File: src/rtl/stack_op_sequencer_pkg.sv
// Shared types for the PC save/restore stack sequencer: op codes, FSM states,
// stack page placement and the small SP/PCS arithmetic helpers.
package stack_op_sequencer_pkg;

  typedef enum logic [1:0] {
    OP_PUSH_PC    = 2'd0,
    OP_POP_PC     = 2'd1,
    OP_POP_PC_INC = 2'd2
  } stack_op_t;

  typedef enum logic [2:0] {
    ST_IDLE = 3'd0,
    ST_A0   = 3'd1,
    ST_A1   = 3'd2,
    ST_A2   = 3'd3,
    ST_FIN  = 3'd4
  } seq_state_t;

  // Upper RAM address bits above the 8-bit SP; the stack lives in page 0.
  localparam logic [15:0] STACK_PAGE = 16'h0000;

  localparam logic [7:0] SP_INC1 = 8'h01;
  localparam logic [7:0] SP_INC2 = 8'h02;
  localparam logic [7:0] SP_INC3 = 8'h03;
  localparam logic [7:0] SP_DEC1 = 8'hFF;
  localparam logic [7:0] SP_DEC2 = 8'hFE;
  localparam logic [7:0] SP_DEC3 = 8'hFD;

  // 8-bit modulo add keeps every stack access inside the 256-nibble page.
  function automatic logic [7:0] sp_step(input logic [7:0] sp, input logic [7:0] delta);
    return sp + delta;
  endfunction

  // RETS bumps only the low byte; a carry out of PCS is dropped, never fed to PCP.
  function automatic logic [7:0] pcs_adjust(input logic [7:0] pcs, input logic inc);
    return inc ? pcs + 8'd1 : pcs;
  endfunction

endpackage

File: src/rtl/stack_op_sequencer.sv
// Sequences three nibble RAM accesses to push or pop the PC around SP, then
// hands the rebuilt PC and updated SP back to the register file.
module stack_op_sequencer
  import stack_op_sequencer_pkg::*;
#(
  parameter int RAM_ADDR_W = 12
) (
  input  logic                  clk,
  input  logic                  reset,
  input  logic                  clk_en,
  input  logic                  start,
  input  logic [1:0]            op,
  input  logic [12:0]           pc_in,
  input  logic [7:0]            sp_in,
  output logic [RAM_ADDR_W-1:0] ram_addr,
  output logic                  ram_wr,
  output logic [3:0]            ram_wdata,
  input  logic [3:0]            ram_rdata,
  output logic                  busy,
  output logic                  done,
  output logic [12:0]           pc_out,
  output logic [7:0]            sp_out,
  output logic                  sp_we
);

  seq_state_t            state_q;
  stack_op_t             op_q;
  logic                  bank_q;
  logic [7:0]            sp_q;
  logic [11:0]           cap_q;
  logic [RAM_ADDR_W-1:0] ram_addr_q;
  logic                  ram_wr_q;
  logic [3:0]            ram_wdata_q;
  logic                  busy_q;
  logic                  done_q;
  logic                  sp_we_q;
  logic [12:0]           pc_out_q;
  logic [7:0]            sp_out_q;

  logic [7:0]            seq_addr_d;
  logic [3:0]            wdata_d;
  logic                  wr_d;
  logic                  start_push;
  logic                  op_push;
  logic                  op_inc;

  function automatic logic [RAM_ADDR_W-1:0] page_addr(input logic [7:0] a);
    return {STACK_PAGE[RAM_ADDR_W-9:0], a};
  endfunction

  assign start_push = (op == OP_PUSH_PC);
  assign op_push    = (op_q == OP_PUSH_PC);
  assign op_inc     = (op_q == OP_POP_PC_INC);

  // Address/data for the access that the next clk_en edge will present.
  always_comb begin
    seq_addr_d = sp_q;
    wdata_d    = 4'h0;
    wr_d       = 1'b0;
    unique case (state_q)
      ST_IDLE: begin
        if (start_push) begin
          seq_addr_d = sp_step(sp_in, SP_DEC1);
          wdata_d    = pc_in[11:8];
          wr_d       = 1'b1;
        end else begin
          seq_addr_d = sp_in;
        end
      end
      ST_A0: begin
        if (op_push) begin
          seq_addr_d = sp_step(sp_q, SP_DEC2);
          wdata_d    = cap_q[7:4];
          wr_d       = 1'b1;
        end else begin
          seq_addr_d = sp_step(sp_q, SP_INC1);
        end
      end
      ST_A1: begin
        if (op_push) begin
          seq_addr_d = sp_step(sp_q, SP_DEC3);
          wdata_d    = cap_q[3:0];
          wr_d       = 1'b1;
        end else begin
          seq_addr_d = sp_step(sp_q, SP_INC2);
        end
      end
      default: begin
        seq_addr_d = sp_q;
        wdata_d    = 4'h0;
        wr_d       = 1'b0;
      end
    endcase
  end

  always_ff @(posedge clk) begin
    if (reset) begin
      state_q     <= ST_IDLE;
      op_q        <= OP_PUSH_PC;
      bank_q      <= 1'b0;
      sp_q        <= 8'h00;
      cap_q       <= 12'h000;
      ram_addr_q  <= '0;
      ram_wr_q    <= 1'b0;
      ram_wdata_q <= 4'h0;
      busy_q      <= 1'b0;
      done_q      <= 1'b0;
      sp_we_q     <= 1'b0;
      pc_out_q    <= 13'h0000;
      sp_out_q    <= 8'h00;
    end else begin
      // Completion strobes last one clk even when clk_en is sparse.
      done_q  <= 1'b0;
      sp_we_q <= 1'b0;
      if (clk_en) begin
        unique case (state_q)
          ST_IDLE: begin
            if (start) begin
              op_q        <= stack_op_t'(op);
              bank_q      <= pc_in[12];
              sp_q        <= sp_in;
              cap_q       <= pc_in[11:0];
              ram_addr_q  <= page_addr(seq_addr_d);
              ram_wr_q    <= wr_d;
              ram_wdata_q <= wdata_d;
              busy_q      <= 1'b1;
              state_q     <= ST_A0;
            end
          end
          ST_A0: begin
            ram_addr_q  <= page_addr(seq_addr_d);
            ram_wr_q    <= wr_d;
            ram_wdata_q <= wdata_d;
            state_q     <= ST_A1;
          end
          ST_A1: begin
            ram_addr_q  <= page_addr(seq_addr_d);
            ram_wr_q    <= wr_d;
            ram_wdata_q <= wdata_d;
            if (!op_push) cap_q[3:0] <= ram_rdata;
            state_q     <= ST_A2;
          end
          ST_A2: begin
            ram_wr_q <= 1'b0;
            if (!op_push) cap_q[7:4] <= ram_rdata;
            state_q  <= ST_FIN;
          end
          ST_FIN: begin
            if (op_push) begin
              pc_out_q <= {bank_q, cap_q};
              sp_out_q <= sp_step(sp_q, SP_DEC3);
            end else begin
              // PCP arrives on this step; it is merged straight into the result.
              pc_out_q <= {bank_q, ram_rdata, pcs_adjust(cap_q[7:0], op_inc)};
              sp_out_q <= sp_step(sp_q, SP_INC3);
            end
            busy_q  <= 1'b0;
            done_q  <= 1'b1;
            sp_we_q <= 1'b1;
            state_q <= ST_IDLE;
          end
          default: begin
            ram_wr_q <= 1'b0;
            busy_q   <= 1'b0;
            state_q  <= ST_IDLE;
          end
        endcase
      end
    end
  end

  assign ram_addr  = ram_addr_q;
  assign ram_wr    = ram_wr_q;
  assign ram_wdata = ram_wdata_q;
  assign busy      = busy_q;
  assign done      = done_q;
  assign sp_we     = sp_we_q;
  assign pc_out    = pc_out_q;
  assign sp_out    = sp_out_q;

endmodule
File: config.mk
export PLATFORM = sky130hd
export DESIGN_NAME = stack_op_sequencer
export DESIGN_NICKNAME = d
export VERILOG_FILES = /design/src/rtl/stack_op_sequencer_pkg.sv /design/src/rtl/stack_op_sequencer.sv
export SDC_FILE = /design/constraint.sdc
export NUM_CORES = 1
export LEC_CHECK = 0
export CAP_MARGIN = 10
export CORE_MARGIN = 3
export CORE_UTILIZATION = 47
export DETAILED_ROUTE_END_ITERATION = 12
export PLACE_DENSITY = 0.76
export SLEW_MARGIN = 30
export SYNTH_ARGS = -nofsm -noshare
export SYNTH_HDL_FRONTEND = slang
export SYNTH_SLANG_ARGS = --single-unit
export TNS_END_PERCENT = 10
File: constraint.sdc
create_clock -name clk -period 1.81 [get_ports clk]
set_clock_uncertainty 0.15 [all_clocks]
set_input_delay 0.362 -clock clk [delete_from_list [all_inputs] [get_ports clk]]
set_output_delay 0.362 -clock clk [all_outputs]
set_load 0.02 [all_outputs]
Word-level counts from Yosys, hierarchy flattened

Index checks and enable logic that the tools add are counted.

Bits in registers: 66
Output and inout port bits: 41
Logic and storage cells: 78
Input port bits: 31

Muxes and demuxes: 29
Equal/unequal tests: 8
Add/subtract/negate cells: 7
Reduce and logical (&&, ||, !) cells: 17
Bitwise operators: 3

Operator list:

| operator                                      | number |
|---|---|
| two-way mux 8 bit                             | 6 |
| case mux 4 bit (2 select lines)               | 4 |
| adder 8 bit, second input constant            | 3 |
| two-way mux 12 bit                            | 2 |
| case mux 12 bit (2 select lines)              | 1 |
| two-way mux 4 bit                             | 5 |
| adder 8 x 1 -> 8 bit, second input constant   | 2 |
| adder 8 x 2 -> 8 bit, second input constant   | 2 |
| case mux 8 bit (2 select lines)               | 1 |
| case mux 3 bit (4 select lines)               | 1 |
| AND reduction 3 bit                           | 4 |
| AND reduction 4 bit                           | 2 |
| == test 3 x 2 -> 1 bit, second input constant | 2 |
| two-way mux 1 bit                             | 6 |
| inequality test 2 bit, second input constant  | 3 |
| nonzero test 2 bit                            | 3 |
| logical NOT 2 bit                             | 2 |
| AND reduction 2 bit                           | 2 |
| OR reduction 2 bit                            | 2 |
| == test 3 x 1 -> 1 bit, second input constant | 1 |
| == test 3 bit, second input constant          | 1 |
| logical NOT 3 bit                             | 1 |
| two-way mux 3 bit                             | 1 |
| inverter 1 bit                                | 3 |
| 4 further kinds                               | 4 |

Longest topological paths before layout

Gate-level depths: netlist (run 1).

Depth after elaboration: 5
Gate-level depth with buffers: 8
Mapped depth without buffers: 7

Worst setup path after synthesis (run 1)

No wires, ideal clock.

Path type: register to register
Start: reg sp_q[2]
End: reg ram_addr_q[5], in the netlist ram_addr[5]
Stages on the path, launching flop included: 9
Clock period less this slack: 1.992 ns
Path slack: -0.182 ns
Data arrival time: 1.757 ns
Library setup time: 0.086 ns
Buffers on the path: 1
Data required time: 1.574 ns
Cell sequence: dfxtp_1 > buf_6 > inv_1 > ha_1 > a2111o_1 > o32ai_2 > xor2_1 > nand2_1 > a211oi_1

Cells in the longest elaborated chain, start to end: 5
Elaborated cells on any way between the ends: 9
Those cells by class: 4 x add/sub; 5 x mux

Ends and longest elaborated chain:

| what                                         | line                                               | text |
|---|---|---|
| from (decl)                                  | stack_op_sequencer.sv:29                           | `logic [7:0] sp_q;` |
| from (signal assigned)                       | stack_op_sequencer.sv:121                          | `sp_q <= sp_in;` |
| adder 8 x 2 -> 8 bit (tied with other cells) | stack_op_sequencer_pkg.sv:31                       | `return sp + delta;` |
| two-way mux 8 bit, on equally long branches  | stack_op_sequencer.sv:80, stack_op_sequencer.sv:71 |  |
| case mux 8 bit (2 select lines) *            | stack_op_sequencer.sv:60                           | `unique case (state_q)` |
| two-way mux 12 bit                           | stack_op_sequencer.sv:118                          | `if (start) begin` |
| case mux 12 bit (2 select lines) *           | stack_op_sequencer.sv:116                          | `unique case (state_q)` |
| to (signal assigned)                         | stack_op_sequencer.sv:123                          | `ram_addr_q <= page_addr(seq_addr_d);` |
| to (signal assigned)                         | stack_op_sequencer.sv:131                          | `ram_addr_q <= page_addr(seq_addr_d);` |
| to (signal assigned)                         | stack_op_sequencer.sv:137                          | `ram_addr_q <= page_addr(seq_addr_d);` |
| to (decl)                                    | stack_op_sequencer.sv:31                           | `logic [RAM_ADDR_W-1:0] ram_addr_q;` |

Mark *: on every way between the ends. The rest lies on a longest branch, timed or not. The select of a mux whose other input is x is not followed.
A chain may end at the register's enable or synchronous reset.

Worst setup path in the final report (run 1)

Same ends and word-level chain as after synthesis.

==> impl_metrics.env, run 1 <==
export IMPL_port_buffers=67
export IMPL_synth_common_cells="64 x nor2_1, 62 x dfxtp_1, 44 x nand2_1"
export IMPL_postLayoutCellArea_sq_um=5420
export IMPL_dp_cells=643
export IMPL_dp_hpwl_um=8030
export IMPL_dr_pass1_iters=6
export IMPL_clock_fmax_ghz=0.481
export IMPL_ios=72
export IMPL_diodes=0
export IMPL_avgRoutedWirePerCell_um=16.8
export IMPL_grt_setup_unrepaired="true"
export IMPL_min_path_type="register to register"
export IMPL_worstMarginPinSlew_ns=0.606
export IMPL_synth_edf_count=0
export IMPL_drive_gt1_frac=0.283
export IMPL_cts_hold_buf=0
export IMPL_hold_viol=0
export IMPL_ys_ff_latch=62
export IMPL_start_util=0.489
export IMPL_power_density_nw_per_um2=730
export IMPL_max_cap_violations=0
export IMPL_arrival_ns=2.19
export IMPL_violations="setup timing"
export IMPL_clock_sinks=62
export IMPL_synth_top_cell_by_area="dfxtp_1"
export IMPL_std_cell_rows=31
export IMPL_fin_hold_ws_ns=0.301
export IMPL_core_area_sq_um=7330
export IMPL_detail_route_antenna_nets=0
export IMPL_area_growth_pct=51.3
export IMPL_rrSetupSlack_ns=-0.27
export IMPL_run_status="finished with violations"
export IMPL_required_ns=1.93
export IMPL_synth_avg_cell_area_sq_um=8.33
export IMPL_synth_seq_area_share=0.346
export IMPL_synth_distinct_cells=57
export IMPL_clk_latency_ns=0.35
export IMPL_syn_inst=430
export IMPL_cts_tree="done"
export IMPL_final_max_slew_viol_count=0
export IMPL_drcViolationCount=0
export IMPL_yosysWarnings=0
export IMPL_cp_max_fo=5
export IMPL_numCtsBuffers=9
export IMPL_die_area_sq_um=8710
export IMPL_drt_total_wl_um=11100
export IMPL_ys_top_cells_by_area="dfxtp_1 35%, nor2_1 6.7%, mux2i_1 6.4%"
export IMPL_netlist_area_sq_um=3580
export IMPL_yosysMostFrequentCell="nor2_1"
export IMPL_ir_drop_mv=0.357
export IMPL_period_share=1.15
export IMPL_fin_crit_ns=2.08
export IMPL_antenna_found_initial=0
export IMPL_die_w_um=93.3
export IMPL_synth_top_area_share=0.346
export IMPL_grt_overflow_total=0
export IMPL_placed_cell_area_sq_um=4860
export IMPL_slew_headroom=0.596
export IMPL_grt_max_degree=29
export IMPL_die_y_um=93.3
export IMPL_setup_violations=10
export IMPL_end_kind="register"
export IMPL_viasPerCell=5.61
export IMPL_synthArstFlopShare=0
export IMPL_htree_levels=3
export IMPL_gp_congestion=0.897
export IMPL_grt_pass1_wl_um=17100
export IMPL_path_clk_slew_ns=0.07
export IMPL_num_vias=3730
export IMPL_fin_ws_ns=-0.269
export IMPL_grt_total_usage=0.250
export IMPL_drtIter0Drc=137
export IMPL_fin_nets=603
export IMPL_instances_no_fill=665
export IMPL_crit_type="register to register"
export IMPL_clk_path_buf_depth=2
export IMPL_cts_root_buf="clkbuf_8"
export IMPL_cp_start_kind="register"
export IMPL_p_leak_nw=2.67
export IMPL_grt_pass1_vias=3573
export IMPL_ys_flop_type="dfxtp_1"
==> cells in the final DEF (no fill, tap or decap), types with 15 or more instances in the layout <==
cell type        count
a211oi_1            15
clkdlybuf4s50_1     23
mux2i_1             23
dfxtp_1             57
a21oi_1             16
dlymetal6s2s_1      27
nor2_1              63
xor2_1              16
buf_4               80
nand2_1             44
dlygate4sd2_1       15
==> sequential cells by signal, indices dropped and copies added (netlist names), 2 cells and up <==
signal / flops
ram_addr: 8
pc_out: 13
state_q: 3
sp_out: 8
cap_q: 12
op_q: 2
sp_q: 8
ram_wdata: 4
==> path summary, 6_finish.rpt <==
path	start	endpoint	cells after the start
setup / recovery	sp_q[2]$_SDFFE_PP0P_	ram_addr[5]$_SDFFE_PP0P_	7
hold / removal	sp_out[6]$_SDFFE_PP0P_	sp_out[6]$_SDFFE_PP0P_	2
setup reg to reg	sp_q[2]$_SDFFE_PP0P_	ram_addr[5]$_SDFFE_PP0P_	7
hold reg to reg	sp_out[6]$_SDFFE_PP0P_	sp_out[6]$_SDFFE_PP0P_	2
==> per-layer routing <==
layer	GRT usage	share of wire
met4	0.0965	0.024
met3	0.0539	0.048
met5	0	0
met2	0.454	0.52
met1	0.283	0.41
==> where the power goes <==
part	internal [mW]	total (mW)	switching [mW]
Sequential	1.44	1.50	0.0684
Clock	0.773	1.35	0.577
Combinational	0.552	1.10	0.551
==> critical path: stages, from the launching register on <==
cell	delay (ns)
dfxtp_2	0.35
inv_2	0.06
ha_4	0.14
a2111o_1	0.49
o32ai_2	0.31
xor2_1	0.17
nand2_1	0.12
a211oi_2	0.21
==> cells by family after synthesis <==
logic type | Yosys count | synth area share
AOI/OAI and AO/OA | 94 | 0.200
xor gates and xnor gates | 28 | 0.0684
adders and majority gates | 11 | 0.0384
buffers and inverters | 48 | 0.0698
DFF | 62 | 0.346
muxes | 23 | 0.0642
other | 1 | 0.00105
and+or+nand+nor | 163 | 0.212
==> metrics by stage <==
step,power (mW),setup TNS [ns],worst slack (ns),utilization
after CTS,3.87,-0.877,-0.210,0.705
after global routing,4.13,-2.36,-0.349,0.740
after detailed placement,2.51,-11.72,-0.591,0.664
after floorplan,2.08,-0.495,-0.138,-
final,3.96,-1.35,-0.269,0.740
after global placement,2.50,-9.72,-0.494,0.664
==> area by class of cell <==
cell class / instances / area (sq um)
clock buffers: 10 / 128
clock inverters: 6 / 86.3
fillers: 544 / 1910
inverters: 10 / 40.0
multi-input cells: 323 / 2340
flip-flops and latches: 62 / 1250
well taps: 99 / 124
repair buffers: 155 / 1460
==> what timing repair did <==
item / 4_1_cts / 5_1_grt
pin swaps: 11 / 15
gates resized for setup: 40 / 58
endpoints found under the setup margin: 32 / 54
buffers inserted: 1 / 5
(Power assumes the default switching activity.)
==> run 2, diff against run 1 <==
Settings changed: MAX_ROUTING_LAYER from default to met4, SLEW_MARGIN 30 to default.
==> run 2 against run 1 <==
- the flow still finishes with violations (setup timing)
- clock power shrank 9%
- highest routed layer unchanged
- count of clock-buffer cells in the layout shrank 1
- global-route usage shrank 0.052 points
==> impl_metrics.env, run 2 (synthesis results as in run 1) <==
export IMPL_gp_congestion=0.927
export IMPL_arrival_ns=2.16
export IMPL_antenna_found_initial=0
export IMPL_drcViolationCount=0
export IMPL_end_kind="register"
export IMPL_cts_root_buf="clkbuf_8"
export IMPL_violations="setup timing"
export IMPL_avgRoutedWirePerCell_um=16.0
export IMPL_start_util=0.489
export IMPL_fin_nets=609
export IMPL_ir_drop_mv=0.471
export IMPL_numCtsBuffers=9
export IMPL_drive_gt1_frac=0.278
export IMPL_min_from="reset"
export IMPL_grt_overflow_total=0
export IMPL_cp_start_kind="register"
export IMPL_fin_ws_ns=-0.260
export IMPL_hold_viol=0
export IMPL_r2r_cells=8
export IMPL_rrSetupSlack_ns=-0.26
export IMPL_fin_crit_ns=2.07
export IMPL_hold_path_end="sp_out[4]$_SDFFE_PP0P_"
export IMPL_min_path_type="input pin to register"
export IMPL_path_clk_slew_ns=0.07
export IMPL_final_common_cell="buf_4"
export IMPL_setup_violations=10
export IMPL_regToRegStartpoint="sp_q[1]$_SDFFE_PP0P_"
export IMPL_crit_type="register to register"
export IMPL_required_ns=1.90
export IMPL_grt_max_degree=37
export IMPL_clk_path_buf_depth=2
export IMPL_die_w_um=93.3
export IMPL_die_y_um=93.3
export IMPL_cts_tree="done"
export IMPL_final_max_slew_viol_count=0
export IMPL_port_buffers=67
export IMPL_grt_setup_unrepaired="true"
export IMPL_clk_latency_ns=0.34
export IMPL_hold_path_depth=2
export IMPL_most_common_layout_cells="86 x buf_4, 64 x nor2_1, 58 x dfxtp_1"
export IMPL_run_status="finished with violations"
export IMPL_p_leak_nw=2.60
export IMPL_dp_hpwl_um=7920
export IMPL_setup_tns_final_ns=-1.49
export IMPL_place_ws_ns=-0.602
export IMPL_clock_fmax_ghz=0.483
export IMPL_area_growth_pct=50.2
export IMPL_fillers=544
export IMPL_ios=72
export IMPL_final_core_util=0.734
export IMPL_num_vias=3665
export IMPL_largest_reg_flops=13
export IMPL_cp_max_fo=5
export IMPL_diodes=0
export IMPL_max_cap_violations=0
export IMPL_grt_total_usage=0.250
export IMPL_viasPerCell=5.46
export IMPL_die_area_sq_um=8710
export IMPL_htree_levels=3
export IMPL_period_share=1.14
export IMPL_power_density_nw_per_um2=708
export IMPL_fin_hold_ws_ns=0.262
export IMPL_detail_route_antenna_nets=0
export IMPL_core_area_sq_um=7330
export IMPL_r2r_end="ram_addr[4]$_SDFFE_PP0P_"
export IMPL_grt_pass1_vias=3613
export IMPL_drtIter0Drc=137
export IMPL_dr_pass1_iters=4
export IMPL_clock_sinks=62
export IMPL_drt_total_wl_um=10700
export IMPL_std_cell_rows=31
export IMPL_grt_pass1_wl_um=16700
==> run 2: changes by cell type in the layout (fill, tap and decap cells not counted), sizes merged <==
cell           delta
dlygate4sd2       +3
buf               +6
clkinv            +1
clkdlybuf4s50     +3
dlymetal6s2s      -6
bufinv            -1
inv               +1
clkbuf            -1
==> run 2: power breakdown <==
group          internal, mW  switching (mW)  leakage (nW)
Sequential             1.43          0.0668         0.508
Clock                 0.640           0.586        0.0996
Combinational         0.547           0.538          1.99
Total                  2.62            1.19          2.60
==> run 2: worst max-delay path by stage <==
stage,cells past startpoint,start,endpoint,slack (ns)
floorplan,8,sp_q[2]$_SDFFE_PP0P_,ram_addr[5]$_SDFFE_PP0P_,-0.14
global placement,8,sp_in[0],ram_addr[6]$_SDFFE_PP0P_,-0.49
detailed placement,8,sp_in[0],ram_addr[6]$_SDFFE_PP0P_,-0.60
CTS,7,sp_q[1]$_SDFFE_PP0P_,ram_addr[5]$_SDFFE_PP0P_,-0.20
global route,7,sp_q[1]$_SDFFE_PP0P_,ram_addr[5]$_SDFFE_PP0P_,-0.31
finish,8,sp_q[1]$_SDFFE_PP0P_,ram_addr[4]$_SDFFE_PP0P_,-0.26
==> run 2: cell type report <==
| class | instances | area (sq um) | share of cell area |
|---|---|---|---|
| Timing Repair Buffer | 161 | 1470 | 0.272 |
| Sequential cell | 62 | 1250 | 0.232 |
| Inverter | 10 | 40.0 | 0.00744 |
| Multi-Input combinational cell | 323 | 2300 | 0.428 |
| Tap cell | 99 | 124 | 0.0230 |
| Clock inverter | 7 | 73.8 | 0.0137 |
| Clock buffer | 9 | 124 | 0.0230 |
==> run 2: layer usage <==
layer	global-route usage	vias up	part of all wire
met5	-	-	0
met2	0.440	120	0.51
met3	0.0426	27	0.053
met4	0.129	0	0.036
li1	-	1804	-
met1	0.268	1714	0.40
==> run 2: what timing repair did <==
action,CTS,global route
gates resized for setup,37,52
pin swaps,13,20
endpoints found under the setup margin,36,53
setup buffers,6,6
hold buffers,0,0
==> run 2: critical path: stages, from the launching register on <==
cell	delay (ns)
dfxtp_4	0.36
buf_4	0.13
buf_6	0.11
ha_4	0.15
or3_4	0.41
o22ai_4	0.19
o31a_1	0.19
a21oi_2	0.07
o21a_1	0.18
==> run 2: through the flow <==
| stage | area (sq um) | power (mW) | instances |
|---|---|---|---|
| finish | 5380 | 3.81 | 671 |
| global route | 5380 | 4.00 | 671 |
| CTS | 5120 | 3.74 | 665 |
| detailed placement | 4840 | 2.51 | 643 |
| global placement | 4840 | 2.49 | 643 |
| floorplan | 3590 | 2.08 | 433 |
==> run 3, diff against run 2 <==
Settings changed: PLACE_DENSITY 0.76 to default, PLACE_DENSITY_LB_ADDON from default to 0.12.
==> run 3 against run 2 <==
- the run still ends with setup timing left
- critical endpoint is now ram_addr[5]$_SDFFE_PP0P_
- global-route usage up 1.1 points
- count of clock-buffer cells in the layout up 1
- non-clock buffer count up 3
- largest cell class unchanged
==> impl_metrics.env, run 3 (synthesis results as in run 1) <==
export IMPL_run_status="finished with violations"
export IMPL_violations="setup timing"
export IMPL_grt_max_degree=48
export IMPL_detail_route_antenna_nets=0
export IMPL_drt_total_wl_um=10800
export IMPL_hold_viol=0
export IMPL_power_density_nw_per_um2=715
export IMPL_grt_pass1_vias=3568
export IMPL_period_share=1.08
export IMPL_dr_pass1_iters=4
export IMPL_cts_root_buf="clkbuf_8"
export IMPL_start_util=0.489
export IMPL_setup_violations=10
export IMPL_fin_crit_ns=1.95
export IMPL_grt_pass1_wl_um=17300
export IMPL_avgRoutedWirePerCell_um=16.0
export IMPL_cp_start_kind="register"
export IMPL_num_vias=3655
export IMPL_max_cap_violations=0
export IMPL_drtIter0Drc=145
export IMPL_gp_congestion=0.876
export IMPL_cp_max_fo=5
export IMPL_critPathMaxStageDelay_ns=0.47
export IMPL_dp_hpwl_um=7930
export IMPL_clock_sinks=62
export IMPL_path_cells="inv_4 > ha_4 > a2111o_1 > o32ai_2 > xor2_1 > nand2_1 > a211oi_1"
export IMPL_end_kind="register"
export IMPL_most_common_layout_cells="90 x buf_4, 63 x nor2_1, 57 x dfxtp_1"
export IMPL_cpMaxStageDelayCell="a2111o_1"
export IMPL_drive_gt1_frac=0.285
export IMPL_std_cell_rows=31
export IMPL_drcViolationCount=0
export IMPL_fin_nets=612
export IMPL_die_w_um=93.3
export IMPL_numCtsBuffers=9
export IMPL_diodes=0
export IMPL_die_y_um=93.3
export IMPL_die_area_sq_um=8710
export IMPL_cts_tree="done"
export IMPL_port_buffers=67
export IMPL_crit_type="register to register"
export IMPL_grt_setup_unrepaired="true"
export IMPL_critPathBufInv=1
export IMPL_ir_drop_mv=0.491
export IMPL_final_common_cell="buf_4"
export IMPL_required_ns=1.93
export IMPL_final_max_slew_viol_count=0
export IMPL_fin_hold_ws_ns=0.295
export IMPL_path_clk_slew_ns=0.07
export IMPL_setup_tns_final_ns=-0.815
export IMPL_area_growth_pct=48.8
export IMPL_fin_ws_ns=-0.144
export IMPL_fillers=575
export IMPL_grt_overflow_total=0
export IMPL_p_leak_nw=2.30
export IMPL_htree_levels=3
export IMPL_arrival_ns=2.07
export IMPL_rrSetupSlack_ns=-0.14
export IMPL_clk_path_buf_depth=2
export IMPL_viasPerCell=5.42
export IMPL_min_path_type="input pin to register"
export IMPL_ios=72
export IMPL_core_area_sq_um=7330
export IMPL_clock_fmax_ghz=0.512
export IMPL_antenna_found_initial=0
export IMPL_grt_total_usage=0.261
export IMPL_crit_family="compound AO/OA/AOI/OAI gates"
export IMPL_largest_reg_flops=13
export IMPL_clk_latency_ns=0.35
==> run 3: what timing repair did <==
action	4_1_cts	5_1_grt
hold buffers	0	0
setup endpoints to repair	55	38
pin swaps	19	6
setup buffers	9	3
gates resized for setup	64	21
==> run 3: metrics by stage <==
stage | utilization | setup slack (ns) | cells | total power, mW | instance area [sq um]
after floorplan | - | -0.138 | 433 | 2.08 | 3590
after global placement | 0.664 | -0.521 | 647 | 2.51 | 4870
after detailed placement | 0.664 | -0.569 | 647 | 2.51 | 4870
after CTS | 0.712 | -0.133 | 672 | 3.79 | 5220
after global routing | 0.727 | -0.231 | 674 | 3.99 | 5330
final | 0.727 | -0.144 | 674 | 3.81 | 5330
==> run 3: final cells by class <==
cell class	count	area [sq um]	share of cell area
inverters	10	45.0	0.00845
well taps	99	124	0.0232
clock inverters	6	61.3	0.0115
repair buffers	164	1420	0.266
multi-input cells	323	2300	0.431
clock buffers	10	138	0.0258
flip-flops and latches	62	1250	0.235
==> run 3: worst paths after layout <==
| check | from | endpoint | cells after the start |
|---|---|---|---|
| max | sp_q[2]$_SDFFE_PP0P_ | ram_addr[5]$_SDFFE_PP0P_ | 7 |
| min | reset | ram_addr[6]$_SDFFE_PP0P_ | 3 |
| max reg2reg | sp_q[2]$_SDFFE_PP0P_ | ram_addr[5]$_SDFFE_PP0P_ | 7 |
| min reg2reg | sp_out[1]$_SDFFE_PP0P_ | sp_out[1]$_SDFFE_PP0P_ | 2 |
==> run 3: worst reg2reg max path, delay by kind of cell, from the launching register on <==
kind / cells / cell delay [ns]
compound gates: 3 / 0.92
flops: 1 / 0.36
xor+xnor: 1 / 0.16
fa+ha+maj: 1 / 0.15
simple gates: 1 / 0.07
buf+inv: 1 / 0.05
==> run 3: metal layers <==
layer	up-vias	global-route usage	wire, um
met1	1730	0.297	4520
met4	0	0.111	268
met5	-	-	0
li1	1813	-	-
met3	21	0.0378	367
met2	91	0.457	5610
==> run 3: where the power goes <==
part / leakage (nW) / switching, mW / total, mW / internal [mW]
Clock: 0.102 / 0.572 / 1.24 / 0.668
Sequential: 0.508 / 0.0749 / 1.51 / 1.43
Combinational: 1.69 / 0.527 / 1.06 / 0.537
